===== src/rtl/tcm_boot_pkg.sv =====
// Shared types and constants for the TCM boot loader.
// Contents: FSM state enum, word/lane geometry, checksum width.
package tcm_boot_pkg;

    localparam int unsigned BYTES_PER_WORD = 4;
    localparam int unsigned LANE_W         = 2;
    localparam int unsigned WORD_W         = 8 * BYTES_PER_WORD;
    localparam int unsigned CSUM_W         = 32;

    typedef enum logic [2:0] {
        IDLE    = 3'd0,
        FETCH   = 3'd1,
        CAPTURE = 3'd2,
        WRITE   = 3'd3,
        DONE    = 3'd4,
        ERROR   = 3'd5
    } state_e;

endpackage


===== src/rtl/tcm_boot_word_packer.sv =====
// Assembles ROM bytes into little-endian 32-bit words.
// Ports:
//   clk, rst    - clock, synchronous active-high reset
//   capture     - store data into the current lane and advance the lane
//   data        - ROM byte
//   word        - assembled word buffer (registered)
//   lane        - lane the next captured byte goes to (registered)
//   last_lane_c - current lane is the top byte of the word
module tcm_boot_word_packer
    import tcm_boot_pkg::*;
(
    input  logic              clk,
    input  logic              rst,
    input  logic              capture,
    input  logic [7:0]        data,
    output logic [WORD_W-1:0] word,
    output logic [LANE_W-1:0] lane,
    output logic              last_lane_c
);

    // Byte-lane buffer and lane counter
    always_ff @(posedge clk) begin
        if (rst) begin
            word <= '0;
            lane <= '0;
        end else if (capture) begin
            for (int i = 0; i < BYTES_PER_WORD; i++) begin
                if (lane == LANE_W'(i)) begin
                    word[8*i +: 8] <= data;
                end
            end
            lane <= lane + LANE_W'(1);
        end
    end

    assign last_lane_c = (lane == LANE_W'(BYTES_PER_WORD - 1));

endmodule


===== src/rtl/tcm_boot_loader.sv =====
// Copies a boot image byte-by-byte from ROM into TCM as 32-bit words,
// then releases the CPU core from reset.
// Ports:
//   clk, rst            - clock, synchronous active-high reset
//   start               - load trigger (only when AUTO_START == 0)
//   rom_rd, rom_addr    - ROM read strobe and byte address
//   rom_data            - ROM data, valid one cycle after rom_rd
//   tcm_req, tcm_addr,
//   tcm_wdata, tcm_ack  - TCM word write handshake
//   core_rst_n          - CPU core reset, released only after a good load
//   busy, done, error   - load status
// Optional build macro BOOT_CHECKSUM_EN: the last image word is a mod-2^32
// checksum of all preceding words and is verified before releasing the core.
module tcm_boot_loader
    import tcm_boot_pkg::*;
#(
    parameter int unsigned IMAGE_BYTES = 65536,
    parameter int unsigned ROM_AW      = 17,
    parameter int unsigned ACK_TIMEOUT = 1024,
    parameter int unsigned AUTO_START  = 1
) (
    input  logic              clk,
    input  logic              rst,
    input  logic              start,
    output logic              rom_rd,
    output logic [ROM_AW-1:0] rom_addr,
    input  logic [7:0]        rom_data,
    output logic              tcm_req,
    output logic [31:0]       tcm_addr,
    output logic [31:0]       tcm_wdata,
    input  logic              tcm_ack,
    output logic              core_rst_n,
    output logic              busy,
    output logic              done,
    output logic              error
);

    localparam int unsigned K_W      = $clog2(IMAGE_BYTES + 1);
    localparam int unsigned TMO_W    = $clog2(ACK_TIMEOUT + 1);
    localparam int unsigned LAST_TMO = ACK_TIMEOUT - 1;

    state_e              state;
    state_e              state_next;
    logic [K_W-1:0]      k;
    logic [TMO_W-1:0]    tmo_cnt;
    logic [31:0]         word_addr;
    logic [WORD_W-1:0]   word;
    logic [LANE_W-1:0]   lane;
    logic                last_lane_c;
    logic                capture_c;
    logic                acked_c;
    logic                last_word_c;
    logic                sum_ok_c;
    logic                rom_rd_next;
    logic                tcm_req_next;
    logic                busy_next;
    logic                done_next;
    logic                error_next;

    tcm_boot_word_packer u_packer (
        .clk         (clk),
        .rst         (rst),
        .capture     (capture_c),
        .data        (rom_data),
        .word        (word),
        .lane        (lane),
        .last_lane_c (last_lane_c)
    );

    // Only acks seen while a write is outstanding count
    assign acked_c     = (state == WRITE) && tcm_ack;
    assign last_word_c = (k == K_W'(IMAGE_BYTES));

`ifdef BOOT_CHECKSUM_EN
    logic [CSUM_W-1:0] csum;

    // Running sum of every acked word except the final checksum word
    always_ff @(posedge clk) begin
        if (rst) begin
            csum <= '0;
        end else if (acked_c && !last_word_c) begin
            csum <= csum + CSUM_W'(word);
        end
    end

    assign sum_ok_c = (csum == CSUM_W'(word));
`else
    assign sum_ok_c = 1'b1;
`endif

    // State register
    always_ff @(posedge clk) begin
        if (rst) begin
            state <= IDLE;
        end else begin
            state <= state_next;
        end
    end

    // Next state and next-cycle output decode
    always_comb begin
        state_next   = state;
        capture_c    = 1'b0;
        rom_rd_next  = 1'b0;
        tcm_req_next = 1'b0;
        busy_next    = 1'b0;
        done_next    = 1'b0;
        error_next   = 1'b0;

        case (state)
            IDLE: begin
                if ((AUTO_START != 0) || start) begin
                    state_next = FETCH;
                end
            end
            FETCH: begin
                state_next = CAPTURE;
            end
            CAPTURE: begin
                capture_c  = 1'b1;
                state_next = last_lane_c ? WRITE : FETCH;
            end
            WRITE: begin
                if (tcm_ack) begin
                    if (!last_word_c) begin
                        state_next = FETCH;
                    end else begin
                        state_next = sum_ok_c ? DONE : ERROR;
                    end
                end else if (tmo_cnt == TMO_W'(LAST_TMO)) begin
                    state_next = ERROR;
                end
            end
            DONE, ERROR: begin
                state_next = state;
            end
            default: begin
                state_next = IDLE;
            end
        endcase

        rom_rd_next  = (state_next == FETCH);
        tcm_req_next = (state_next == WRITE);
        busy_next    = rom_rd_next || tcm_req_next || (state_next == CAPTURE);
        done_next    = (state_next == DONE);
        error_next   = (state_next == ERROR);
    end

    // Byte index, ack timeout counter, TCM word address and status outputs
    always_ff @(posedge clk) begin
        if (rst) begin
            k          <= '0;
            tmo_cnt    <= '0;
            word_addr  <= '0;
            rom_rd     <= 1'b0;
            tcm_req    <= 1'b0;
            busy       <= 1'b0;
            done       <= 1'b0;
            error      <= 1'b0;
            core_rst_n <= 1'b0;
        end else begin
            if (capture_c) begin
                k <= k + K_W'(1);
            end
            if ((state_next == WRITE) && (state != WRITE)) begin
                tmo_cnt <= '0;
            end else if (state == WRITE) begin
                tmo_cnt <= tmo_cnt + TMO_W'(1);
            end
            if (acked_c) begin
                word_addr <= word_addr + 32'(BYTES_PER_WORD);
            end
            rom_rd     <= rom_rd_next;
            tcm_req    <= tcm_req_next;
            busy       <= busy_next;
            done       <= done_next;
            error      <= error_next;
            core_rst_n <= done_next;
        end
    end

    // k, the word address and the packed word are all flops; no capture
    // happens during WRITE, so address and data hold for the whole request
    assign rom_addr  = ROM_AW'(k);
    assign tcm_addr  = word_addr;
    assign tcm_wdata = word;

endmodule

===== config.mk =====
export PLATFORM = sky130hd
export DESIGN_NAME = tcm_boot_loader
export DESIGN_NICKNAME = d
export VERILOG_FILES = /design/src/rtl/tcm_boot_pkg.sv /design/src/rtl/tcm_boot_word_packer.sv /design/src/rtl/tcm_boot_loader.sv
export SDC_FILE = /design/constraint.sdc
export NUM_CORES = 1
export LEC_CHECK = 0
export ABC_AREA = 1
export CAP_MARGIN = 20
export CORE_MARGIN = 2
export CORE_UTILIZATION = 56
export CTS_CLUSTER_SIZE = 20
export DETAILED_ROUTE_END_ITERATION = 7
export PLACE_DENSITY_LB_ADDON = 0.3
export RECOVER_POWER = 25
export SKIP_LAST_GASP = 1
export SYNTH_ARGS = -nofsm -noshare
export SYNTH_HDL_FRONTEND = slang
export SYNTH_SLANG_ARGS = --single-unit

===== constraint.sdc =====
create_clock -name clk -period 4.8 [get_ports clk]
set_clock_uncertainty 0.1 [all_clocks]
set_input_delay 0.96 -clock clk [delete_from_list [all_inputs] [get_ports clk]]
set_output_delay 0.96 -clock clk [all_outputs]
set_load 0.02 [all_outputs]

# Word level (Yosys, flattened, before mapping)
# Cells that the tools add are included.
# word_totals
ff_bits	102
latch_bits	0
ramBits	0
rom_bits	0
in_bits	12
elab_cells	52
memories	0
# classes
n_addsub	4
multipliers	0
div_mod_pow	0
magnitude_cmp	0
n_eq_ne	16
n_shift	0
mux	6
bitwise	0
reduce_logical	12
# op_table
operator	count
adder 32 x 3 -> 32 bit (second input constant)	1
adder 17 x 1 -> 17 bit (second input constant)	1
equality test 17 bit (second input constant)	1
one-hot mux 3 bit (5 select lines)	1
equality test 3 x 2 -> 1 bit (second input constant)	4
equality test 3 bit (second input constant)	4
adder 11 x 1 -> 11 bit (second input constant)	1
equality test 11 x 10 -> 1 bit (second input constant)	1
two-way mux 3 bit	3
AND reduction 2 bit	4
equality test 3 x 1 -> 1 bit (second input constant)	2
equality test 2 bit (second input constant)	2
OR reduction 2 bit	2
zero test 3 bit	1
inequality test 3 x 2 -> 1 bit (second input constant)	1
adder 2 x 1 -> 2 bit (second input constant)	1
equality test 2 x 1 -> 1 bit (second input constant)	1
logical AND 1 bit	2
zero test 2 bit	1
logical OR 1 bit	2
two-way mux 2 bit	1
two-way mux 1 bit	1

# Depth between registers and ports, before layout
# logic_depth
word_depth	7
ltp_mapped	10
ltp_nobuf	10

# By module
# From an unflattened synthesis, not the netlist that was laid out.
# hier_totals
hier_cells	821
area_unflattened_um2	5159.9
# modules_own_cells
module	n_inst	cells_per_inst	area_each_um2
tcm_boot_loader	1	602	3721.1
tcm_boot_word_packer	1	219	1438.9

# Worst setup path after synthesis
# No wires, ideal clock.
# synth_path
kind	input-to-reg
from	input port tcm_ack
to	register word_addr[15], in the netlist tcm_addr[15]
arrival_time_ns	1.668
setup_slack_ns	2.918
stages	9
n_path_buf	0
cell_sequence	inv_1 > nor2_8 > nand2_2 > nor2_4 > nand2_2 > nor2_2 > nand2_1 > nand2_1 > nor2_1
# synth_via
elab_chain_cells	1
# synth_lines
element	line_no	text
start: declaration	tcm_boot_loader.sv:31	input logic tcm_ack,
logical AND 1 bit	tcm_boot_loader.sv:71	assign acked_c = (state == WRITE) && tcm_ack;
end signal: assignment	tcm_boot_loader.sv:171	word_addr <= word_addr + 32'(BYTES_PER_WORD);
end: declaration	tcm_boot_loader.sv:46	logic [31:0] word_addr;
# Every way passes these cells.
# A chain may end at the register's enable or synchronous reset.

# Final worst setup path
# layout_path
from	input port tcm_ack
to	register word_addr[22], in the netlist tcm_addr[22]
# The elaborated chain is that of the path after synthesis.

==> summary.md <==
| Metric | Value |
|---|---|
| Post-CTS Setup Inserts | `0` |
| Synth top area cells | `dfxtp_1 (41%), nand2_1 (14%), nor2_1 (12%)` |
| WP data arrival | `3660 ps` |
| Post-synthesis average cell area | `6.63 um2` |
| Vias in the first global route | `4756` |
| Clk slew on worst S/H paths | `100 ps` |
| Total wire length | `12.4 mm` |
| Met3 GRT Util | `4.68%` |
| Post-route design area | `0.00609 mm2` |
| Antenna diodes | `0` |
| Cells after synthesis | `740` |
| Status | `completed` |
| Post-synthesis cell type count | `29` |
| RSZ-0062 raised after global routing | `no` |
| Post-synth EDFFs | `0` |
| WP data required | `4950 ps` |
| CP Cell Sequence | `clkdlybuf4s50_1, inv_1, nor2_1, nand3_1, nor2_8, nand4_1, nand2_1, nor2_1` |
| CP dominant cell by count | `nor2_1` |
| Mapped cell area | `0.00491 mm2` |
| Commonest non-fill, non-tap cell in the layout | `nand2_1` |
| Cts bufs inserted | `9` |
| GRT Resource Usage Total | `26.0%` |
| Flop and latch count out of synthesis | `100` |
| P_leak | `2.25 nW` |
| Final worst-path cycle share | `73.1%` |
| CP Capture Type | `register` |
| Asr flop ratio synth | `0%` |
| Most frequent cells in the layout | `nand2_1 (186), nor2_1 (162), dfxtp_1 (100)` |
| Hold Vio Cnt, Final | `0` |
| Crit Path Category | `in2reg` |
| Die Span X | `97.6 um` |
| Hold/Removal Path Class | `reg2reg` |
| Slew headroom | `8.47%` |
| Area leader, netlist | `dfxtp_1` |
| Row count | `34` |
| Crit-path leading delay family | `simple AND/OR/NAND/NOR gates` |
| Worst skew pair latency | `370 ps` |
| Placed Area | `0.00591 mm2` |
| Port bufs | `95` |
| Hold_buf cts | `0` |
| Initial DRC Count | `247` |
| Pwr Total | `0.00152 W` |
| Vias per cell | `5.29` |
| GR Overflow Total | `0` |
| Per-cell routed wire length | `13.2 um` |
| Detailed placer's ending HPWL | `9.21 mm` |
| CP Launch Type | `input port` |
| Routed via count | `4990` |
| Area of the core | `0.00859 mm2` |
| Peak Freq | `285 MHz` |
| CP max stage cell | `nor2_1` |
| Initial antenna violation count | `0` |
| DRC | `0` |
| Crit path largest cell delay | `1040 ps` |
| Core Util, Final | `70.9%` |
| Power per cell area | `250 mW/mm2` |
| Setup Total Neg Slack | `0 ps` |
| Multi-input gate area | `0.00249 mm2` |
| Root Buffer | `clkbuf_8` |
| CP max FO | `22` |
| Clock sinks | `100` |
| Top cell type's share of synthesized area | `40.8%` |
| Global-route wire length before repair | `20.7 mm` |
| Initial core utilization | `57.1%` |
| Met2 usage | `42.9%` |
| P&R area growth vs syn | `24.2%` |
| Fillers | `720` |
| Minimum clock period | `3510 ps` |
| Met1 usage in global routing | `33.3%` |
| Synth warnings | `0` |
| Share of cells above drive strength 1 | `4.07%` |
| Final setup viols | `0` |
| CTS tree | `built` |
| Drt pass-1 iters | `5` |
| Die Area | `0.00953 mm2` |
| Die height | `97.6 um` |
| Register area | `0.00200 mm2` |
| Pin count of the biggest net entering global routing | `38` |
| Post-route ant nets | `0` |
| Bufs and invs on worst path | `2` |
| Primary FF master, synth | `dfxtp_1` |
| Nets | `850` |
| Final Max Tran Viols | `0` |
| Post-CTS Resized | `0` |
| Worst vdd ir | `0.000191 V` |
| CTS Buffer Depth | `2` |
| # H-tree levels | `3` |
| Max-cap violations | `0` |
| Seq/Total Area, Yosys | `40.8%` |
| Placer Congestion | `0.917` |
| Most Crowded Layer GR | `met2` |
| Top-level port count | `99` |
| Worst Tran Pin Value | `1370 ps` |
-- worst min-delay path: cells and delay by family (launching register included) --
family	cells	cell delay [ps]
flops	1	340
simple gates	2	130
-- metrics by stage --
| stage | hold slack [ps] | std cells | worst slack, ps |
|---|---|---|---|
| after global routing | 412 | 943 | 959 |
| final | 390 | 943 | 1290 |
| after detailed placement | 374 | 927 | 1670 |
| after global placement | 358 | 927 | 1720 |
| after floorplan | 344 | 741 | 2920 |
| after CTS | 398 | 943 | 2080 |
-- flip-flops by register name (all words and copies together), names as in the netlist, 2 cells and up --
signal and cells:
u_packer.word 32, rom_addr 17, tcm_addr 30, u_packer.lane 2, state 3, tmo_cnt 11
-- path summary, 6_finish.rpt --
check / startpoint / to / slack (ps) / cells past startpoint
worst max-delay path: tcm_ack / tcm_addr[22] / 1290 / 8
worst min-delay path: u_packer.word[0] / u_packer.word[0] / 390 / 2
worst max register to register: state[1] / tcm_addr[22] / 1770 / 7
worst min register to register: u_packer.word[0] / u_packer.word[0] / 390 / 2
-- kinds of logic after synthesis --
kind of cell    share of synthesized area [%]
fa+ha+maj                                2.04
other cells                            0.0764
simple gates                             36.5
buf+inv                                  7.91
compound gates                           10.2
xor+xnor                                 2.50
flops                                    40.8
-- report_power, final --
part / switching, W / total, W / leakage, nW / internal, W
combinational: 0.0000680 / 0.000107 / 1.34 / 0.0000391
clock: 0.000311 / 0.000561 / 0.101 / 0.000250
sequential: 0.0000107 / 0.000853 / 0.808 / 0.000843
-- metal layers --
metal / wire length (um) / vias up
met5: 0 / -
met4: 269 / 0
met3: 772 / 29
met2: 5870 / 182
met1: 5520 / 2270
li1: - / 2509
-- cells in the mapped netlist, types with 5 or more instances --
cell and instances:
nand2_1 185, nor2_1 161, dfxtp_1 100, inv_1 73, o21ai_0 51, a21oi_1 41, nand3_1 41, xor2_1 11
nor3_1 10, clkbuf_1 8, ha_1 8, buf_4 6, nor2_2 6, nand4_1 5
-- cell type report --
cell class                      instances  share of cell area [%]
Inverter                               77                    4.75
Clock buffer                            9                    2.03
Tap cell                              108                    2.22
Timing Repair Buffer                   97                    15.9
Sequential cell                       100                    32.9
Multi-Input combinational cell        545                    40.9
Clock inverter                          7                    1.42
(Power assumes the default switching activity.)
